[src/rtl/datapath_pkg.sv]
// Shared constants for the 16-bit datapath routing blocks.
package datapath_pkg;

   // Default data and counter widths for the datapath.
   localparam int DP_WIDTH = 16;
   localparam int DP_CNT_W = 16;

   // Lane select encodings carried on the S input.
   localparam logic LANE0 = 1'b0;
   localparam logic LANE1 = 1'b1;

endpackage : datapath_pkg

[src/rtl/route16_1to2_out_slot.sv]
// One destination lane: a single-entry valid/ready output register with a
// wrapping count of completed handshakes.
module out_slot
   import datapath_pkg::*;
#(
   parameter int WIDTH = DP_WIDTH,
   parameter int CNT_W = DP_CNT_W
) (
   input  logic             clk_i,
   input  logic             rst_n_i,
   input  logic             load_i,     // write data_i into the slot this cycle
   input  logic [WIDTH-1:0] data_i,
   input  logic             ready_i,    // destination consumes the held word
   input  logic             cnt_clr_i,
   output logic [WIDTH-1:0] data_o,
   output logic             valid_o,
   output logic             free_o,     // slot can take a word this cycle
   output logic [CNT_W-1:0] cnt_o
);

   logic [WIDTH-1:0] data_q, data_d;
   logic             valid_q, valid_d;
   logic [CNT_W-1:0] cnt_q, cnt_d;
   logic             deliver;

   // A handshake completes whenever a held word meets a ready destination.
   assign deliver = valid_q & ready_i;
   // A draining slot counts as free, giving full throughput with ready held high.
   assign free_o  = ~valid_q | ready_i;

   // Next-state: drain, then refill (refill wins), counter clear beats increment.
   always_comb begin
      // NOTE: every signal gets a default first so no path leaves it unassigned (no latch).
      data_d  = data_q;
      valid_d = valid_q;
      cnt_d   = cnt_q;
      if (deliver) begin
         valid_d = 1'b0;
         cnt_d   = cnt_q + CNT_W'(1);
      end
      if (load_i) begin
         valid_d = 1'b1;
         data_d  = data_i;
      end
      if (cnt_clr_i) begin
         cnt_d = '0;
      end
   end

   // State registers with synchronous active-low reset.
   always_ff @(posedge clk_i) begin
      // NOTE: non-blocking assignments so every register samples pre-edge values.
      if (!rst_n_i) begin
         // NOTE: the data register is reset too, because its reset value is visible on the port.
         data_q  <= '0;
         valid_q <= 1'b0;
         cnt_q   <= '0;
      end else begin
         data_q  <= data_d;
         valid_q <= valid_d;
         cnt_q   <= cnt_d;
      end
   end

   assign data_o  = data_q;
   assign valid_o = valid_q;
   assign cnt_o   = cnt_q;

endmodule : out_slot

[src/rtl/route16_1to2.sv]
// Registered 1:2 demultiplexer: steers a source word to one of two
// independently handshaked output lanes and counts deliveries per lane.
module route16_1to2
   import datapath_pkg::*;
#(
   parameter int WIDTH = DP_WIDTH,
   parameter int CNT_W = DP_CNT_W
) (
   input  logic             CLK,
   input  logic             RST_N,
   input  logic [WIDTH-1:0] I,
   input  logic             S,
   input  logic             IN_VALID,
   output logic             IN_READY,
   output logic [WIDTH-1:0] O0,
   output logic             O0_VALID,
   input  logic             O0_READY,
   output logic [WIDTH-1:0] O1,
   output logic             O1_VALID,
   input  logic             O1_READY,
   input  logic             CNT_CLR,
   output logic [CNT_W-1:0] CNT0,
   output logic [CNT_W-1:0] CNT1
);

   logic free0, free1;
   logic in_ready;
   logic accept;
   logic load0, load1;

   // Ready reflects only the selected lane's capacity and reset, never IN_VALID,
   // so the source cannot form a combinational loop through it.
   always_comb begin
      in_ready = 1'b0;
      if (RST_N) begin
         in_ready = (S == LANE1) ? free1 : free0;
      end
   end

   // Select decode: the accepted word loads only the addressed lane.
   always_comb begin
      accept = IN_VALID & in_ready;
      load0  = 1'b0;
      load1  = 1'b0;
      if (accept) begin
         load0 = (S == LANE0);
         load1 = (S == LANE1);
      end
   end

   assign IN_READY = in_ready;

   out_slot #(
      .WIDTH(WIDTH),
      .CNT_W(CNT_W)
   ) u_slot0 (
      .clk_i    (CLK),
      .rst_n_i  (RST_N),
      .load_i   (load0),
      .data_i   (I),
      .ready_i  (O0_READY),
      .cnt_clr_i(CNT_CLR),
      .data_o   (O0),
      .valid_o  (O0_VALID),
      .free_o   (free0),
      .cnt_o    (CNT0)
   );

   out_slot #(
      .WIDTH(WIDTH),
      .CNT_W(CNT_W)
   ) u_slot1 (
      .clk_i    (CLK),
      .rst_n_i  (RST_N),
      .load_i   (load1),
      .data_i   (I),
      .ready_i  (O1_READY),
      .cnt_clr_i(CNT_CLR),
      .data_o   (O1),
      .valid_o  (O1_VALID),
      .free_o   (free1),
      .cnt_o    (CNT1)
   );

endmodule : route16_1to2

[config.mk]
export PLATFORM = sky130hd
export DESIGN_NAME = route16_1to2
export DESIGN_NICKNAME = d
export VERILOG_FILES = /design/src/rtl/datapath_pkg.sv /design/src/rtl/route16_1to2_out_slot.sv /design/src/rtl/route16_1to2.sv
export SDC_FILE = /design/constraint.sdc
export NUM_CORES = 1
export LEC_CHECK = 0
export CORE_UTILIZATION = 41
export CTS_CLUSTER_DIAMETER = 40
export DETAILED_ROUTE_END_ITERATION = 6
export GPL_TIMING_DRIVEN = 0
export MAX_ROUTING_LAYER = met4
export PLACE_DENSITY = 0.78
export SLEW_MARGIN = 30
export SYNTH_ARGS = -nofsm -noshare
export SYNTH_HDL_FRONTEND = slang
export SYNTH_HIERARCHICAL = 1
export SYNTH_SLANG_ARGS = --single-unit
export TNS_END_PERCENT = 1
[constraint.sdc]
create_clock -name CLK -period 1.3 [get_ports CLK]
set_input_delay 0.26 -clock CLK [delete_from_list [all_inputs] [get_ports CLK]]
set_output_delay 0.26 -clock CLK [all_outputs]
set_load 0.03 [all_outputs]
# == After elaboration in Yosys (flattened, before gate mapping) ==
# Cells that the tools add are included.
# W data, S select, Z words.
# op_classes
add_sub_neg,2
n_mux,8
bitwise,9
reduce_logical,3
# ops
op,count
$add A16 B1 Y16 const B,2
$mux W1,8
$not A1 Y1,4
$reduce_bool A2 Y1,2
$and A1 B1 Y1,3
$or A1 B1 Y1,2
$reduce_or A2 Y1,1
# word_totals
register_bits,66
input_bits,23
output_inout_bits,67

# == Longest topological paths before layout ==
# depth
ltp_word,7
depth_mapped,7
depth_no_buf,5

# == Hierarchy ==
# Netlist, hierarchy kept.
# by_module_without_submodules
module,instances,cells_each,area_per_inst_um2
out_slot,2,139,1357.6
route16_1to2,1,6,40.0

# == Least setup slack after synthesis ==
# OpenSTA, ideal clock, no wires.
# synth_path
path_kind,register to register
start,register u_slot0.cnt_q[1] (netlist: u_slot0/cnt_o[1])
end,register u_slot0.cnt_q[14] (netlist: u_slot0/cnt_o[14])
setup_ns,0.070
arrival_ns,1.626
required_ns,1.230
setup_slack_ns,-0.396
path_stages_with_launch,6
n_path_buf,0
period_less_slack_ns,1.696
cell_sequence,dfxtp_1 > ha_1 > and4_1 > nand2_1 > or3_1 > a21oi_1
# synth_between
elab_chain_cells,1
# synth_lines
element,line_no,source
"start, declared",route16_1to2_out_slot.sv:23,"logic [CNT_W-1:0] cnt_q, cnt_d;"
"start signal, assigned",route16_1to2_out_slot.sv:61,cnt_q <= cnt_d;
$add A16 B1 Y16,route16_1to2_out_slot.sv:39,cnt_d = cnt_q + CNT_W'(1);
# Every way passes these cells.
# A chain may end at the register's enable or synchronous reset.

# == Worst setup path after layout ==
# layout_path
start,register u_slot1.cnt_q[6] (netlist: u_slot1/cnt_o[6])
end,register u_slot1.cnt_q[14] (netlist: u_slot1/cnt_o[14])
# layout_between
elab_chain_cells,1
# layout_lines
element,line_no
"start, declared",route16_1to2_out_slot.sv:23
"start signal, assigned",route16_1to2_out_slot.sv:61
$add A16 B1 Y16,route16_1to2_out_slot.sv:39
# Every way passes these cells.

==> results.toml <==
[setup_path]
slowest_delay_ns = 0.43
crit_required_ns = 1.58
reg2reg_from = "u_slot1/cnt_o[6]"
crit_arrival_ns = 1.80
critPathKind = "reg -> reg"
cp-end-kind = "register"
cpMaxStageDelayCell = "or3_1"
r2r_cells = 5
crit_chain = "and4_1 -> buf_6 -> nand4_1 -> or3_1 -> a21oi_2"
worstPathMaxFanout = 6
crit_path_start_kind = "register"
startpoint = "u_slot1/cnt_o[6]"

[cts]
clk_path_buf_depth = 2
tritoncts = "built"
cts.sinks = 66
numCtsBuffers = 9
holdBufCountCts = 0
clk_pin_slew_ns = 0.07
clk_latency_ns = 0.34
htreeDepth = 3
root_buffer = "clkbuf_8"

[detailed_routing]
wire_per_inst_um = 13.93
wl_um = 6658
drc_errors = 10
num_vias = 2431
drt_iter0_drc = 86
via_per_inst = 5.086
firstDrtPassIters = 7
ant_nets = 0

[yosys]
synth_area_leader_cell = "dfxtp_1"
avgSynthCellArea_um2 = 9.701
synth.area.top_cells = "dfxtp_1 48%, mux2i_1 12%, nor2b_1 7.3%, xor2_1 5.7%, nand4_1 3.2%"
synth-seq-area-share_pct = 47.96
ys_types = 30
synth_top_area_share_pct = 47.96
syn_area_um2 = 2755
synthesis.nets = 309
ys_seq_elements = 66
synthCells = 284
ys_warn_count = 6

[run_status]
status = "finished, violations left"
violations = "DRC, setup timing"

[grt]
grt_pass1_wl_um = 10580
grt_max_degree = 21
grt-ovfl-total = 0
grt_antenna_before_repair = 0
grt_usage_pct = 19.43
grt_pass1_vias = 2356

[power]
internal-power_uw = 3434
p_sw_uw = 1012
p_seq_share_pct = 46.1
vdd_drop_max_mv = 0.6923
power_frac_comb_pct = 8.9
power_density_nw_per_um2 = 1059
static-leakage-power_uw = 0.001568
switching_share_pct = 22.76
pwr-share-clk_pct = 45.0
totalPowerFinal_uw = 4446

[die]
dieArea_um2 = 7052
ioPinCount = 90
die_w_um = 83.98
start_util_pct = 42.90
core_area_um2 = 6422
placementRows = 29
die_h_um = 83.98

[sta]
fmax_mhz = 656.0
min_period_ns = 1.524
layout_setup_ws_ns = -0.2244
relSlewSlack_pct = 74.77
finalSetupViolations = 19
holdWs_ns = 0.3112
fin_crit_sh_pct = 117.3
drv_slew = 0
rsz0062_at_grt = "true"
hold_viol = 0
tightest_slew_ns = 0.3785
setup_tns_ns = -2.006
clock_skew_ns = 0.006085

[place]
hpwlAfterDp_um = 4406
port-buffer-count = 89
dp.cells = 450
place_ws_ns = -1.037
gp_congestion = 0.7561

[cells_and_area]
final_cell_mix = "42 x dfxtp_1, 35 x clkdlybuf4s15_2, 32 x mux2i_1, 32 x nor2b_1, 27 x buf_2"
seqCellArea_um2 = 1391
stdcell_count = 478
multi_input_area_um2 = 1471
antenna_cells = 0
drive_gt1_share_pct = 38.90
final_nets = 421
area_delta_synth_final_pct = 52.45
fillerInstances = 533
layout_commonest_cell = "dfxtp_1"

[min_path]
hp-start = "RST_N"
hold_depth = 2
holdCritPathClass = "in -> reg"

[run]
drv_cap = 0
## final timing paths
| path | end | slack [ns] |
|---|---|---|
| min reg2reg | u_slot1/cnt_o[15] | 0.49 |
| max reg2reg | u_slot1/cnt_o[14] | -0.22 |
| max | u_slot1/cnt_o[14] | -0.22 |
| min | u_slot0/valid_o | 0.31 |
## worst max-delay path, delay by kind of cell (launching register included)
kind	cells	cell delay (ns)
flip-flops	1	0.37
buffers and inverters	1	0.12
AO/OA/AOI/OAI	1	0.12
AND/OR/NAND/NOR	3	0.84
## per-layer routing
metal / GRT usage (%) / vias to the layer above / wire, um
met2: 30.77 / 78 / 3105
met3: 7.814 / 8 / 520
met4: 7.210 / 0 / 66
met5: - / - / 0
met1: 22.09 / 1136 / 2966
li1: - / 1209 / -
## power by group through the flow
stage / logic, uW / clock network (uW) / registers (uW)
2_1_floorplan: 131 / 0 / 2170
3_3_place_gp: 389 / 0 / 2090
3_5_place_dp: 394 / 0 / 2100
4_1_cts: 397 / 2050 / 2050
5_1_grt: 422 / 2130 / 2050
6_report: 394 / 2000 / 2050
## through the flow
stage / cell area [um2] / util [%]
final: 4200 / 65.40
after global routing: 4200 / 65.40
after CTS: 4204 / 65.46
after detailed placement: 3874 / 60.32
after global placement: 3874 / 60.32
after floorplan: 2887 / -
## synthesized netlist by cell type
library cell	n
a21boi_2	1
nor3_1	2
or4b_1	2
nand2b_4	1
nand4_1	14
mux2i_1	32
dfxtp_1	66
and3_1	2
nand3_1	12
buf_4	2
o21ai_0	8
nor2_1	22
a21oi_1	12
a21boi_0	2
or3_1	6
or4_1	2
ha_1	2
o31ai_1	2
xor2_1	18
nand2b_1	4
and4_1	4
nand2_2	2
xnor2_1	2
nor2b_1	32
and2_1	2
clkbuf_1	6
buf_2	4
inv_1	4
and4_4	2
nand2_1	14
## state kept, by name, indices dropped and copies added (netlist names)
signal / cells
u_slot0/cnt_o: 16
u_slot1/valid_o: 1
u_slot0/data_o: 16
u_slot1/cnt_o: 16
u_slot1/data_o: 16
u_slot0/valid_o: 1
## final cells by class
type | instances | area share (%)
Tap cell | 77 | 2.294
Sequential cell | 66 | 33.12
Multi-Input combinational cell | 202 | 35.03
Timing Repair Buffer | 101 | 20.67
Clock inverter | 3 | 0.9532
Inverter | 4 | 0.3575
Clock buffer | 13 | 4.796
Buffer | 12 | 2.770
## logic make-up (layout without fill, tap and decap cells)
logic type	count (synthesis)	after routing	share of synthesized area, %
fa+ha+maj	2	2	0.9081
mux	32	32	11.63
flops	66	66	47.96
xor+xnor	20	20	6.358
compound gates	25	25	5.131
simple gates	123	123	25.39
buf+inv	16	133	2.634
## repair_timing
item | 4_1_cts | 5_1_grt
pin swaps | 7 | 8
gates cloned | 0 | 0
buffers inserted | 0 | 12
endpoints found under the setup margin | 133 | 67
gates resized for setup | 235 | 65
Note: power is estimated with default switching activity, not from simulation.
